[src/rtl/banked_instr_mem_ctrl.sv]
// Instruction-memory controller for NUM_BANKS 32x512 SRAM macros.
// Run/drain/load modes, 1-cycle fetch, load count/checksum, range error.
module banked_instr_mem_ctrl #(
   parameter  int NUM_BANKS = 8,
   parameter  int ROW_W     = 9,
   localparam int BSEL_W    = (NUM_BANKS > 1) ? $clog2(NUM_BANKS) : 1,
   localparam int ADDR_W    = BSEL_W + ROW_W + 1
) (
   input  logic                    clk,
   input  logic                    reset,
   input  logic                    load_mode,
   input  logic                    fetch_valid,
   output logic                    fetch_ready,
   input  logic [ADDR_W-1:0]       fetch_addr,
   output logic                    instr_valid,
   output logic [15:0]             instr,
   input  logic                    load_valid,
   output logic                    load_ready,
   input  logic [ADDR_W-1:0]       load_addr,
   input  logic [15:0]             load_data,
   output logic [NUM_BANKS-1:0]    mem_csb,
   output logic                    mem_web,
   output logic [3:0]              mem_wmask,
   output logic [ROW_W-1:0]        mem_addr,
   output logic [31:0]             mem_din,
   input  logic [NUM_BANKS*32-1:0] mem_dout,
   output logic [15:0]             load_count,
   output logic [15:0]             load_sum,
   output logic                    range_err
);

   localparam logic [1:0] RUN   = 2'd0;
   localparam logic [1:0] DRAIN = 2'd1;
   localparam logic [1:0] LOAD  = 2'd2;

   localparam logic [BSEL_W:0] NB = (BSEL_W+1)'(NUM_BANKS);

   logic [1:0]        r_state;
   logic              r_rd_valid;
   logic              r_rd_inr;
   logic              r_rd_half;
   logic [BSEL_W-1:0] r_rd_bank;
   logic [15:0]       r_count;
   logic [15:0]       r_sum;
   logic              r_err;

   logic              w_fetch_acc;
   logic              w_load_acc;
   logic [BSEL_W-1:0] w_f_bank;
   logic [ROW_W-1:0]  w_f_row;
   logic              w_f_half;
   logic              w_f_inr;
   logic [BSEL_W-1:0] w_l_bank;
   logic [ROW_W-1:0]  w_l_row;
   logic              w_l_half;
   logic              w_l_inr;
   logic [BSEL_W-1:0] w_bank;
   logic              w_hit;
   logic [31:0]       w_word;

   assign fetch_ready = (r_state == RUN);
   assign load_ready  = (r_state == LOAD);
   assign w_fetch_acc = fetch_valid && fetch_ready;
   assign w_load_acc  = load_valid && load_ready;

   assign w_f_half = fetch_addr[0];
   assign w_f_row  = fetch_addr[ROW_W:1];
   assign w_f_bank = fetch_addr[ADDR_W-1:ROW_W+1];
   assign w_f_inr  = ({1'b0, w_f_bank} < NB);

   assign w_l_half = load_addr[0];
   assign w_l_row  = load_addr[ROW_W:1];
   assign w_l_bank = load_addr[ADDR_W-1:ROW_W+1];
   assign w_l_inr  = ({1'b0, w_l_bank} < NB);

   // Fetch and load accepts are exclusive by state, so one bank select suffices
   assign w_bank = (r_state == LOAD) ? w_l_bank : w_f_bank;
   assign w_hit  = (w_fetch_acc && w_f_inr) || (w_load_acc && w_l_inr);

   assign instr_valid = r_rd_valid;
   assign load_count  = r_count;
   assign load_sum    = r_sum;
   assign range_err   = r_err;

   // Drive the shared SRAM bus; idle values when nothing is accepted
   always_comb begin
      mem_csb   = '1;
      mem_web   = 1'b1;
      mem_wmask = 4'b0000;
      mem_addr  = '0;
      mem_din   = 32'h0;
      if (w_hit) begin
         for (int b = 0; b < NUM_BANKS; b++) begin
            if (w_bank == BSEL_W'(b)) mem_csb[b] = 1'b0;
         end
      end
      if (w_fetch_acc && w_f_inr) begin
         mem_addr = w_f_row;
      end else if (w_load_acc && w_l_inr) begin
         mem_web   = 1'b0;
         mem_addr  = w_l_row;
         mem_din   = {load_data, load_data};
         mem_wmask = w_l_half ? 4'b1100 : 4'b0011;
      end
   end

   // Select the returning bank word and halfword; zero when not valid
   always_comb begin
      w_word = 32'h0;
      for (int b = 0; b < NUM_BANKS; b++) begin
         if (r_rd_bank == BSEL_W'(b)) w_word = mem_dout[32*b +: 32];
      end
      instr = 16'h0;
      if (r_rd_valid && r_rd_inr) instr = r_rd_half ? w_word[31:16] : w_word[15:0];
   end

   // Mode FSM: RUN -> DRAIN (one cycle) -> LOAD -> RUN
   always_ff @(posedge clk or negedge reset) begin
      if (!reset) begin
         r_state <= RUN;
      end else begin
         case (r_state)
            RUN:     if (load_mode) r_state <= DRAIN;
            DRAIN:   r_state <= LOAD;
            LOAD:    if (!load_mode) r_state <= RUN;
            default: r_state <= RUN;
         endcase
      end
   end

   // Remember the accepted fetch so data can be steered one cycle later
   always_ff @(posedge clk or negedge reset) begin
      if (!reset) begin
         r_rd_valid <= 1'b0;
         r_rd_inr   <= 1'b0;
         r_rd_half  <= 1'b0;
         r_rd_bank  <= '0;
      end else begin
         r_rd_valid <= w_fetch_acc;
         if (w_fetch_acc) begin
            r_rd_inr  <= w_f_inr;
            r_rd_half <= w_f_half;
            r_rd_bank <= w_f_bank;
         end
      end
   end

   // Count and checksum of in-range loads, restarted on every drain
   always_ff @(posedge clk or negedge reset) begin
      if (!reset) begin
         r_count <= 16'h0;
         r_sum   <= 16'h0;
      end else if (r_state == DRAIN) begin
         r_count <= 16'h0;
         r_sum   <= 16'h0;
      end else if (w_load_acc && w_l_inr) begin
         r_count <= r_count + 16'h1;
         r_sum   <= r_sum + load_data;
      end
   end

   // Sticky flag for any accepted access to a missing bank
   always_ff @(posedge clk or negedge reset) begin
      if (!reset) begin
         r_err <= 1'b0;
      end else if ((w_fetch_acc && !w_f_inr) || (w_load_acc && !w_l_inr)) begin
         r_err <= 1'b1;
      end
   end

endmodule

[config.mk]
export PLATFORM = sky130hd
export DESIGN_NAME = banked_instr_mem_ctrl
export DESIGN_NICKNAME = d
export VERILOG_FILES = /design/src/rtl/banked_instr_mem_ctrl.sv
export SDC_FILE = /design/constraint.sdc
export NUM_CORES = 1
export LEC_CHECK = 0
export ABC_AREA = 1
export ABC_CLOCK_PERIOD_IN_PS = 2600
export CAP_MARGIN = 5
export CORE_AREA = 2 2 159 161
export CTS_CLUSTER_SIZE = 10
export DETAILED_ROUTE_END_ITERATION = 12
export DIE_AREA = 0 0 161 163
export GPL_TIMING_DRIVEN = 0
export PLACE_DENSITY_LB_ADDON = 0.2
export SYNTH_ARGS = -nofsm -noshare
export SYNTH_HDL_FRONTEND = slang
export SYNTH_SLANG_ARGS = --single-unit
[constraint.sdc]
create_clock -name clk -period 2.6 [get_ports clk]
set_clock_uncertainty 0.2 [all_clocks]
set_input_delay 0.26 -clock clk [delete_from_list [all_inputs] [get_ports clk]]
set_output_delay 0.26 -clock clk [all_outputs]
set_load 0.02 [all_outputs]
# Word level (Yosys, flattened, before mapping)
# Index checks and enable logic that the tools add are counted.
totals:
  inputBits: 303
  regBits: 40
  output_inout_bits: 106
  elab_cells: 72
classes:
  add_sub_neg: 2
  n_eq_ne: 18
  n_mux: 36
  n_reduce_logical: 9
op_table:
  columns: ["operator", "n"]
  rows:
  - ["$mux 32", 10]
  - ["$mux 16", 6]
  - ["$eq 3x3->1 const B", 8]
  - ["$mux 9", 2]
  - ["$add 16x1->16 const B", 1]
  - ["$add 16x16->16", 1]
  - ["$eq 3x2->1 const B", 4]
  - ["$mux 4", 3]
  - ["$mux 1", 10]
  - ["$mux 8", 1]
  - ["$eq 3x1->1 const B", 2]
  - ["$logic_not 3->1", 2]
  - ["$pmux 2 s3", 1]
  - ["$mux 2", 2]
  - ["$ne 2x2->1 const B", 2]
  - ["$logic_and 1x1->1", 3]
  - ["$mux 3", 1]
  - ["$eq 2x1->1 const B", 1]
  - ["$eq 2x2->1 const B", 1]
  - ["$logic_not 2->1", 1]
  - ["$reduce_and 2->1", 1]
  - ["$reduce_bool 2->1", 1]
  - ["$logic_or 1x1->1", 1]

# Depth between registers and ports, before layout
# Gate-level depths: netlist of the first run.
logic_depth:
  ltp_word: 11
  depth_mapped: 12

# Worst setup path before layout of the first run
# Ideal clock, no wire load.
synth_path:
  path_kind: "register to output"
  startpoint: "register r_state[0]"
  endpoint: "output port mem_din[22]"
  required_time_ns: 2.140
  path_stages_with_launch: 7
  t_arrival_ns: 2.012
  path_buffers: 3
  setup_slack_ns: 0.128
  cell_sequence: "dfrtp_1 -> nor2_1 -> nand2_1 -> buf_2 -> buf_1 -> nor2_1 -> buf_4"
synth_between:
  elab_chain_len: 4
  word_cells_on_any_way: 6
  cone_classes: "1 x eq/ne; 2 x mux; 3 x reduce/logical"
synth_rtl:
  columns: ["element", "line", "rtl"]
  rows:
  - ["start, declared", "38", "logic [1:0] r_state;"]
  - ["start signal, assigned", "120", "r_state <= RUN;"]
  - ["start signal, assigned", "123", "RUN: if (load_mode) r_state <= DRAIN;"]
  - ["start signal, assigned", "124", "DRAIN: r_state <= LOAD;"]
  - ["$eq 2x2->1", "62", "assign load_ready = (r_state == LOAD);"]
  - ["named net load_ready", "18", "output logic load_ready,"]
  - ["$logic_and 1x1->1", "64", "assign w_load_acc = load_valid && load_ready;"]
  - ["$mux 32", "99", "end else if (w_load_acc && w_l_inr) begin"]
  - ["$mux 32", "97", "if (w_fetch_acc && w_f_inr) begin"]
  - ["end, declared", "25", "output logic [31:0] mem_din,"]
# The timed path passes the listed nets, and every way through them passes these cells.

# Worst setup path after layout of the first run
layout_path:
  startpoint: "register r_rd_bank[1]"
  endpoint: "output port instr[10]"
layout_between:
  elab_chain_len: 11
  word_cells_on_any_way: 18
  cone_classes: "7 x eq/ne; 10 x mux; 1 x reduce/logical"
layout_rtl:
  columns: ["element", "line", "rtl"]
  rows:
  - ["start, declared", "42", "logic [BSEL_W-1:0] r_rd_bank;"]
  - ["start signal, assigned", "143", "r_rd_bank <= w_f_bank;"]
  - ["$logic_not 3->1", "111", "if (r_rd_bank == BSEL_W'(b)) w_word = mem_dout[32*b +: 32];"]
  - ["$mux 32 (7 in series)", "111", null]
  - ["$mux 32 *", "111", null]
  - ["$mux 16 * (2 in series)", "114", "if (r_rd_valid && r_rd_inr) instr = r_rd_half ? w_word[31:16] : w_word[15:0];"]
  - ["end, declared", "16", "output logic [15:0] instr,"]
# Every way passes the cells marked *; elsewhere a longest branch is shown, timed or not.

==> impl_metrics.json, run 1 <==
{
  "synth.avg_cell_area_um2": 5.59,
  "cts_tree": "built",
  "htree_levels": 2,
  "dp_hpwl_mm": 25.4,
  "hold_viol_final": 0,
  "grt_use_met2_pct": 41.9,
  "critPathBufInv": 5,
  "yosys.area.top_type_share_pct": 23.9,
  "crit_start": "r_rd_bank[1]",
  "netlist-cell-type-count": 39,
  "layout-drive-gt1-share_pct": 13.8,
  "rsz0062_at_grt": "yes",
  "synth_area_mm2": 0.00513,
  "grt-ovfl-total": 0,
  "yosysTopAreaCell": "nand2_1",
  "worst_r2r_path_depth": 10,
  "wl_mm": 31.3,
  "slowest_delay_ns": 0.39,
  "syn_inst": 918,
  "io_pins": 409,
  "netlist_top_cells_area": "nand2_1 (24%), dfrtp_1 (20%), nor2_1 (8.6%), a21oi_1 (6.9%), inv_1 (6.2%)",
  "hp-class": "input port to async pin",
  "drcViolationCount": 0,
  "portBuffers": 407,
  "p_leak_uw": 0.00489,
  "layout_setup_ws_ns": -0.00423,
  "r2r-start": "load_sum[0]",
  "cts_num_sinks": 40,
  "root_buffer": "clkbuf_16",
  "grt_max_degree": 25,
  "antenna-diode-count": 0,
  "gp_congestion": 0.902,
  "fp.dieW_um": 161,
  "clock.fmax_ghz": 0.384,
  "critPathKind": "flop to output pin",
  "worst_slew_pin_slew_ns": 0.870,
  "ys_warn_count": 0,
  "core.rowCount": 58,
  "grt_pass1_wl_mm": 45.0,
  "syn_nets": 1238,
  "required_ns": 2.14,
  "crit_chain": "buf_6 -> buf_6 -> nor3_4 -> buf_6 -> buf_12 -> nand2_2 -> nand2_1 -> nor2_1 -> nand3_1 -> nand2_1 -> nand3_1 -> nand2_1 -> nor2_1 -> buf_4",
  "hold_slack_ns": 0.239,
  "drt-wirelength-per-cell_um": 18.4,
  "endpoint": "instr[10]",
  "core_mm2": 0.0247,
  "die_area_mm2": 0.0262,
  "numCtsBuffers": 5,
  "busiest_layer": "met2",
  "powerDensity_mw_per_mm2": 799,
  "drv_cap": 0,
  "violations": "negative setup slack",
  "grt_use_met1_pct": 25.7,
  "finalPower_uw": 8390,
  "rrSetupSlack_ns": 0.43,
  "startpoint_type": "flop",
  "cp_slowest_cell": "dfrtp_1",
  "ys_seq_area_share_pct": 19.5,
  "crit_fanout": 8,
  "dieHeight_um": 163,
  "crit_family": "buffers and inverters",
  "initial_utilization_pct": 20.8,
  "vias": 7721,
  "avgViaCountPerCell": 4.54,
  "finalInstanceArea_mm2": 0.0105,
  "fillers": 2620,
  "placed_area_mm2": 0.00963,
  "cp.depth": 14,
  "r2r_end": "load_sum[12]",
  "cp-end-kind": "output pin",
  "first_pass_iters": 5,
  "status": "complete, but fails checks",
  "min_period_ns": 2.60,
  "relSlewSlack_pct": 42.0,
  "grt_use_met3_pct": 5.09,
  "clk_latency_ns": 0.29,
  "final_core_util_pct": 42.6,
  "peakVddDrop_uv": 352,
  "clkTransAtPathRegs_ns": 0.06,
  "antenna_left": 0,
  "clockBufferDepth": 2,
  "final_nets": 1690,
  "arrival_ns": 2.14,
  "syn2layout_area_growth_pct": 105,
  "post-route-period-util_pct": 100,
  "first_global_vias": 7553,
  "maxSlewViolCount": 0,
  "drt_iter0_drc": 499,
  "finalSetupViolations": 1,
  "ys_ff_latch": 40,
  "antenna_found_initial": 0,
  "grt.total_usage_pct": 22.3
}
[metal layers]
metal  vias to the layer above  wire (µm)
li1                       3860          -
met1                      3541      12600
met2                       291      16000
met3                        29       2140
met4                         0        606
met5                         -          0
[kinds of logic (layout without fill, tap and decap cells)]
kind of cell | after synthesis | in the layout | share of synthesized area, %
AND/OR/NAND/NOR | 577 | 577 | 48.3
adder cells (fa/ha/maj) | 17 | 17 | 4.29
buffers and inverters | 148 | 600 | 13.2
other | 1 | 1 | 0.0731
multiplexers | 1 | 1 | 0.195
flip-flops | 40 | 40 | 19.5
AO/OA/AOI/OAI | 133 | 133 | 14.3
XOR/XNOR | 1 | 1 | 0.171
[final cells by class]
class                   instances  area (µm²)  area share, %
well taps                     330         413           3.93
clock buffers                   5         125           1.19
plain buffers                  55         478           4.55
repair buffers                446        4420           42.1
clock inverters                 2        12.5          0.119
inverters                      92         367           3.49
flip-flops and latches         40        1000           9.54
multi-input cells             730        3680           35.0
[repair_timing]
item / CTS / global route
resized for setup: 197 / 94
gates cloned: 2 / 1
setup endpoints to repair: 70 / 38
buffers inserted: 31 / 5
pin swaps: 13 / 38
hold endpoints to repair: 16 / 0
hold buffers: 1 / 0
[worst min-delay path by stage]
stage,start,endpoint,slack [ns],depth (start not counted)
2_1_floorplan,reset,instr_valid,-0.24,0
3_3_place_gp,r_state[1],r_state[0],0.25,1
3_5_place_dp,reset,load_count[6],0.03,1
4_1_cts,reset,load_count[6],0.25,2
5_1_grt,reset,load_count[6],0.29,2
6_report,reset,load_count[6],0.24,2
[registers in the layout, summed over array words and instances, names as in the netlist]
register	flops
r_rd_half	1
r_state	2
r_rd_bank	3
load_sum	16
instr_valid	1
load_count	16
r_rd_inr	1
[metrics by stage]
stage / cells / worst slack [ns] / setup TNS (ns)
final: 1700 / -0.00423 / -0.00423
after floorplan: 918 / 0.128 / 0
after global routing: 1700 / -0.139 / -1.23
after detailed placement: 1656 / -0.745 / -19.57
after global placement: 1655 / -0.793 / -24.04
after CTS: 1695 / -0.0274 / -0.0573
[worst register-to-register path, cell delays in order, from the launching register on]
cell,delay (ns)
dfrtp_1,0.40
ha_1,0.24
fa_1,0.46
nand2_1,0.12
nand2_1,0.06
nand2_1,0.05
nand2_1,0.09
nand3_1,0.09
nand3_1,0.11
o21ai_0,0.17
nand2_1,0.07
[layout by cell type (no fill, tap or decap), types with 7 or more instances in the layout]
cell type / count
clkdlybuf4s50_1: 338
nand2_1: 305
nor2_1: 102
inv_1: 82
a21oi_1: 65
buf_4: 52
nand3_1: 47
dlygate4sd2_1: 44
dfrtp_1: 39
o21ai_0: 37
nand4_1: 34
buf_6: 27
nand2_2: 18
ha_1: 16
or2_0: 12
nor2_2: 12
a22o_1: 11
nand3_2: 9
nor3_4: 7
buf_2: 7
nor3_1: 7
[power by group]
part | switching, µW | total (µW) | internal [µW]
registers | 147 | 932 | 785
clock network | 274 | 623 | 349
logic | 3930 | 6830 | 2900
total | 4350 | 8390 | 4030
[cell usage after synthesis (all sizes together)]
| cell type | instances |
|---|---|
| nand2 | 327 |
| nor2 | 117 |
| inv | 91 |
| a21oi | 71 |
| nand3 | 57 |
| buf | 42 |
| dfrtp | 40 |
| o21ai | 40 |
| nand4 | 34 |
| or2 | 17 |
| ha | 16 |
| clkbuf | 14 |
| nor3 | 14 |
| a22o | 11 |
| and2 | 5 |
| nand3b | 3 |
| o31ai | 3 |
| a31oi | 2 |
| nor4 | 2 |
| o22ai | 2 |
| a211oi | 1 |
| a32o | 1 |
| clkinv | 1 |
| conb | 1 |
| fa | 1 |
| mux2i | 1 |
| nor3b | 1 |
| o211ai | 1 |
| o21a | 1 |
| xor2 | 1 |
Power figures use the tool's default switching activity.
==> run 2: changes to the inputs <==
CELL_PAD_IN_SITES_DETAIL_PLACEMENT = 1   (was default)
CELL_PAD_IN_SITES_GLOBAL_PLACEMENT = 2   (was default)
CORE_AREA = default   (was 2 2 159 161)
CORE_ASPECT_RATIO = 0.7   (was default)
CORE_UTILIZATION = 15   (was default)
DIE_AREA = default   (was 0 0 161 163)
==> run 2 against run 1 <==
Net effect: the flow still finishes with violations (negative setup slack); wire length rose by 12%; non-clock buffer count fell by 5; final cell count rose by 6.2%; sequential power rose by 2%; first-iteration DRC count fell by 31%; utilization fell by 11 points; combinational power rose by 5.7%; critical path depth fell by 2; global-route usage fell by 3.5 points; clock power rose by 11%; die area rose by 33%; critical path type unchanged; largest power group unchanged.
==> impl_metrics.json, run 2 (same netlist as run 1, synthesis figures left out) <==
{
  "status": "complete, but fails checks",
  "violations": "negative setup slack",
  "core_mm2": 0.0336,
  "critPathKind": "flop to output pin",
  "tns_ns": -0.824,
  "wl_mm": 35.0,
  "grt_max_degree": 32,
  "drt-wirelength-per-cell_um": 19.4,
  "drv_cap": 0,
  "hp-class": "input port to async pin",
  "clkTransAtPathRegs_ns": 0.07,
  "avgViaCountPerCell": 4.26,
  "clk_latency_ns": 0.30,
  "final_nets": 1686,
  "combPwrFrac_pct": 81.5,
  "intPower_uw": 4140,
  "maxSlewViolCount": 0,
  "vias": 7697,
  "final_core_util_pct": 32.0,
  "hold_viol_final": 0,
  "crit_fanout": 5,
  "finalSetupViolations": 13,
  "grt_pass1_wl_mm": 48.7,
  "seq_power_share_pct": 10.7,
  "min_period_ns": 2.73,
  "initial_utilization_pct": 15.3,
  "startpoint_type": "flop",
  "grt.total_usage_pct": 18.8,
  "clock.fmax_ghz": 0.367,
  "arrival_ns": 2.27,
  "cp-end-kind": "output pin",
  "required_ns": 2.14,
  "layout_setup_ws_ns": -0.126,
  "relSlewSlack_pct": 45.2,
  "layout-drive-gt1-share_pct": 17.0,
  "gp_congestion": 0.878,
  "numCtsBuffers": 5,
  "post-route-period-util_pct": 105,
  "dp_hpwl_mm": 29.3,
  "pre_cts_slack_ns": -0.719,
  "syn2layout_area_growth_pct": 110,
  "core.rowCount": 56,
  "dieHeight_um": 157,
  "power.switching_uw": 4710,
  "cts_num_sinks": 40,
  "p_sw_share_pct": 53.2,
  "peakVddDrop_uv": 249,
  "root_buffer": "clkbuf_16",
  "placed_area_mm2": 0.00976,
  "htree_levels": 2,
  "hold_slack_ns": 0.167,
  "power.share.clock_pct": 7.8,
  "io_pins": 409,
  "final_cell_mix": "clkdlybuf4s50_1 (337), nand2_1 (286), nor2_1 (100)",
  "finalInstanceArea_mm2": 0.0107,
  "p_leak_uw": 0.00493,
  "worst_slew_pin_slew_ns": 0.814,
  "antenna_left": 0,
  "first_pass_iters": 4,
  "rsz0062_at_grt": "yes",
  "clockBufferDepth": 2,
  "first_global_vias": 7366,
  "drt_iter0_drc": 345,
  "mostFrequentLayoutCell": "clkdlybuf4s50_1",
  "portBuffers": 407,
  "die_area_mm2": 0.0349,
  "antenna_found_initial": 2,
  "grt-ovfl-total": 0,
  "fp.dieW_um": 223,
  "powerDensity_mw_per_mm2": 824,
  "cts_tree": "built",
  "drcViolationCount": 0
}
[run 2: cell count changes in the layout (fill, tap and decap cells not counted), moves of 5 or more]
cell / delta
nand2_4: +9
buf_4: +10
nand2_2: +10
dlygate4sd2_1: -25
clkdlybuf4s15_1: +6
nand2_1: -19
clkbuf_2: +7
buf_2: -5
[run 2: final cells by class]
type                    count  area (µm²)
diodes                      4        10.0
plain buffers              54         458
clock buffers               6         139
clock inverters             2        15.0
fillers                  4177       22800
inverters                  92         373
multi-input cells         730        3830
flip-flops and latches     40        1000
well taps                 435         544
repair buffers            442        4370
repair inverters            1        5.00
[run 2: worst paths after layout]
path | startpoint | endpoint | slack [ns] | cells after the start
max | r_rd_bank[2] | instr[11] | -0.13 | 12
min reg2reg | r_rd_inr | r_rd_inr | 0.28 | 1
min | reset | load_count[8] | 0.17 | 2
max reg2reg | load_sum[7] | load_sum[10] | 0.14 | 7
max in group asynchronous | reset | load_sum[2] | 1.54 | 3
min in group clk | r_rd_inr | r_rd_inr | 0.28 | 1
[run 2: stage by stage]
step	total power [µW]	cells
2_1_floorplan	4260	918
3_3_place_gp	6990	1760
3_5_place_dp	7020	1761
4_1_cts	8310	1791
5_1_grt	9530	1804
6_report	8850	1806
[run 2: repair_timing]
item,CTS,global route
setup endpoints to repair,70,50
endpoints found under the hold margin,40,0
pin swaps,20,70
buffers inserted,20,11
resized for setup,218,156
cloned,2,2
hold buffers,1,0
[run 2: critical path, cell delays in order (launching register included)]
cell       delay (ns)
dfrtp_2          0.47
buf_6            0.14
nor3_4           0.25
buf_4            0.16
buf_8            0.12
clkbuf_16        0.16
nand2_2          0.05
nand3_2          0.06
a21oi_2          0.04
nand4_1          0.18
nor2_1           0.07
nor2_1           0.11
buf_4            0.15
[run 2: power groups by stage]
| stage | sequential (µW) | clock (µW) | combinational [µW] |
|---|---|---|---|
| global placement | 943 | 0 | 6040 |
| detailed placement | 952 | 0 | 6070 |
| CTS | 950 | 718 | 6650 |
| floorplan | 1060 | 0 | 3210 |
| finish | 947 | 689 | 7220 |
| global route | 969 | 736 | 7830 |
[run 2: routing by layer]
metal	track usage [%]	share of wire, %	up-vias
met1	27.9	50	3639
met5	0	0	-
met4	2.30	0.45	0
met3	3.64	5.1	9
met2	28.4	44	201
li1	-	-	3848
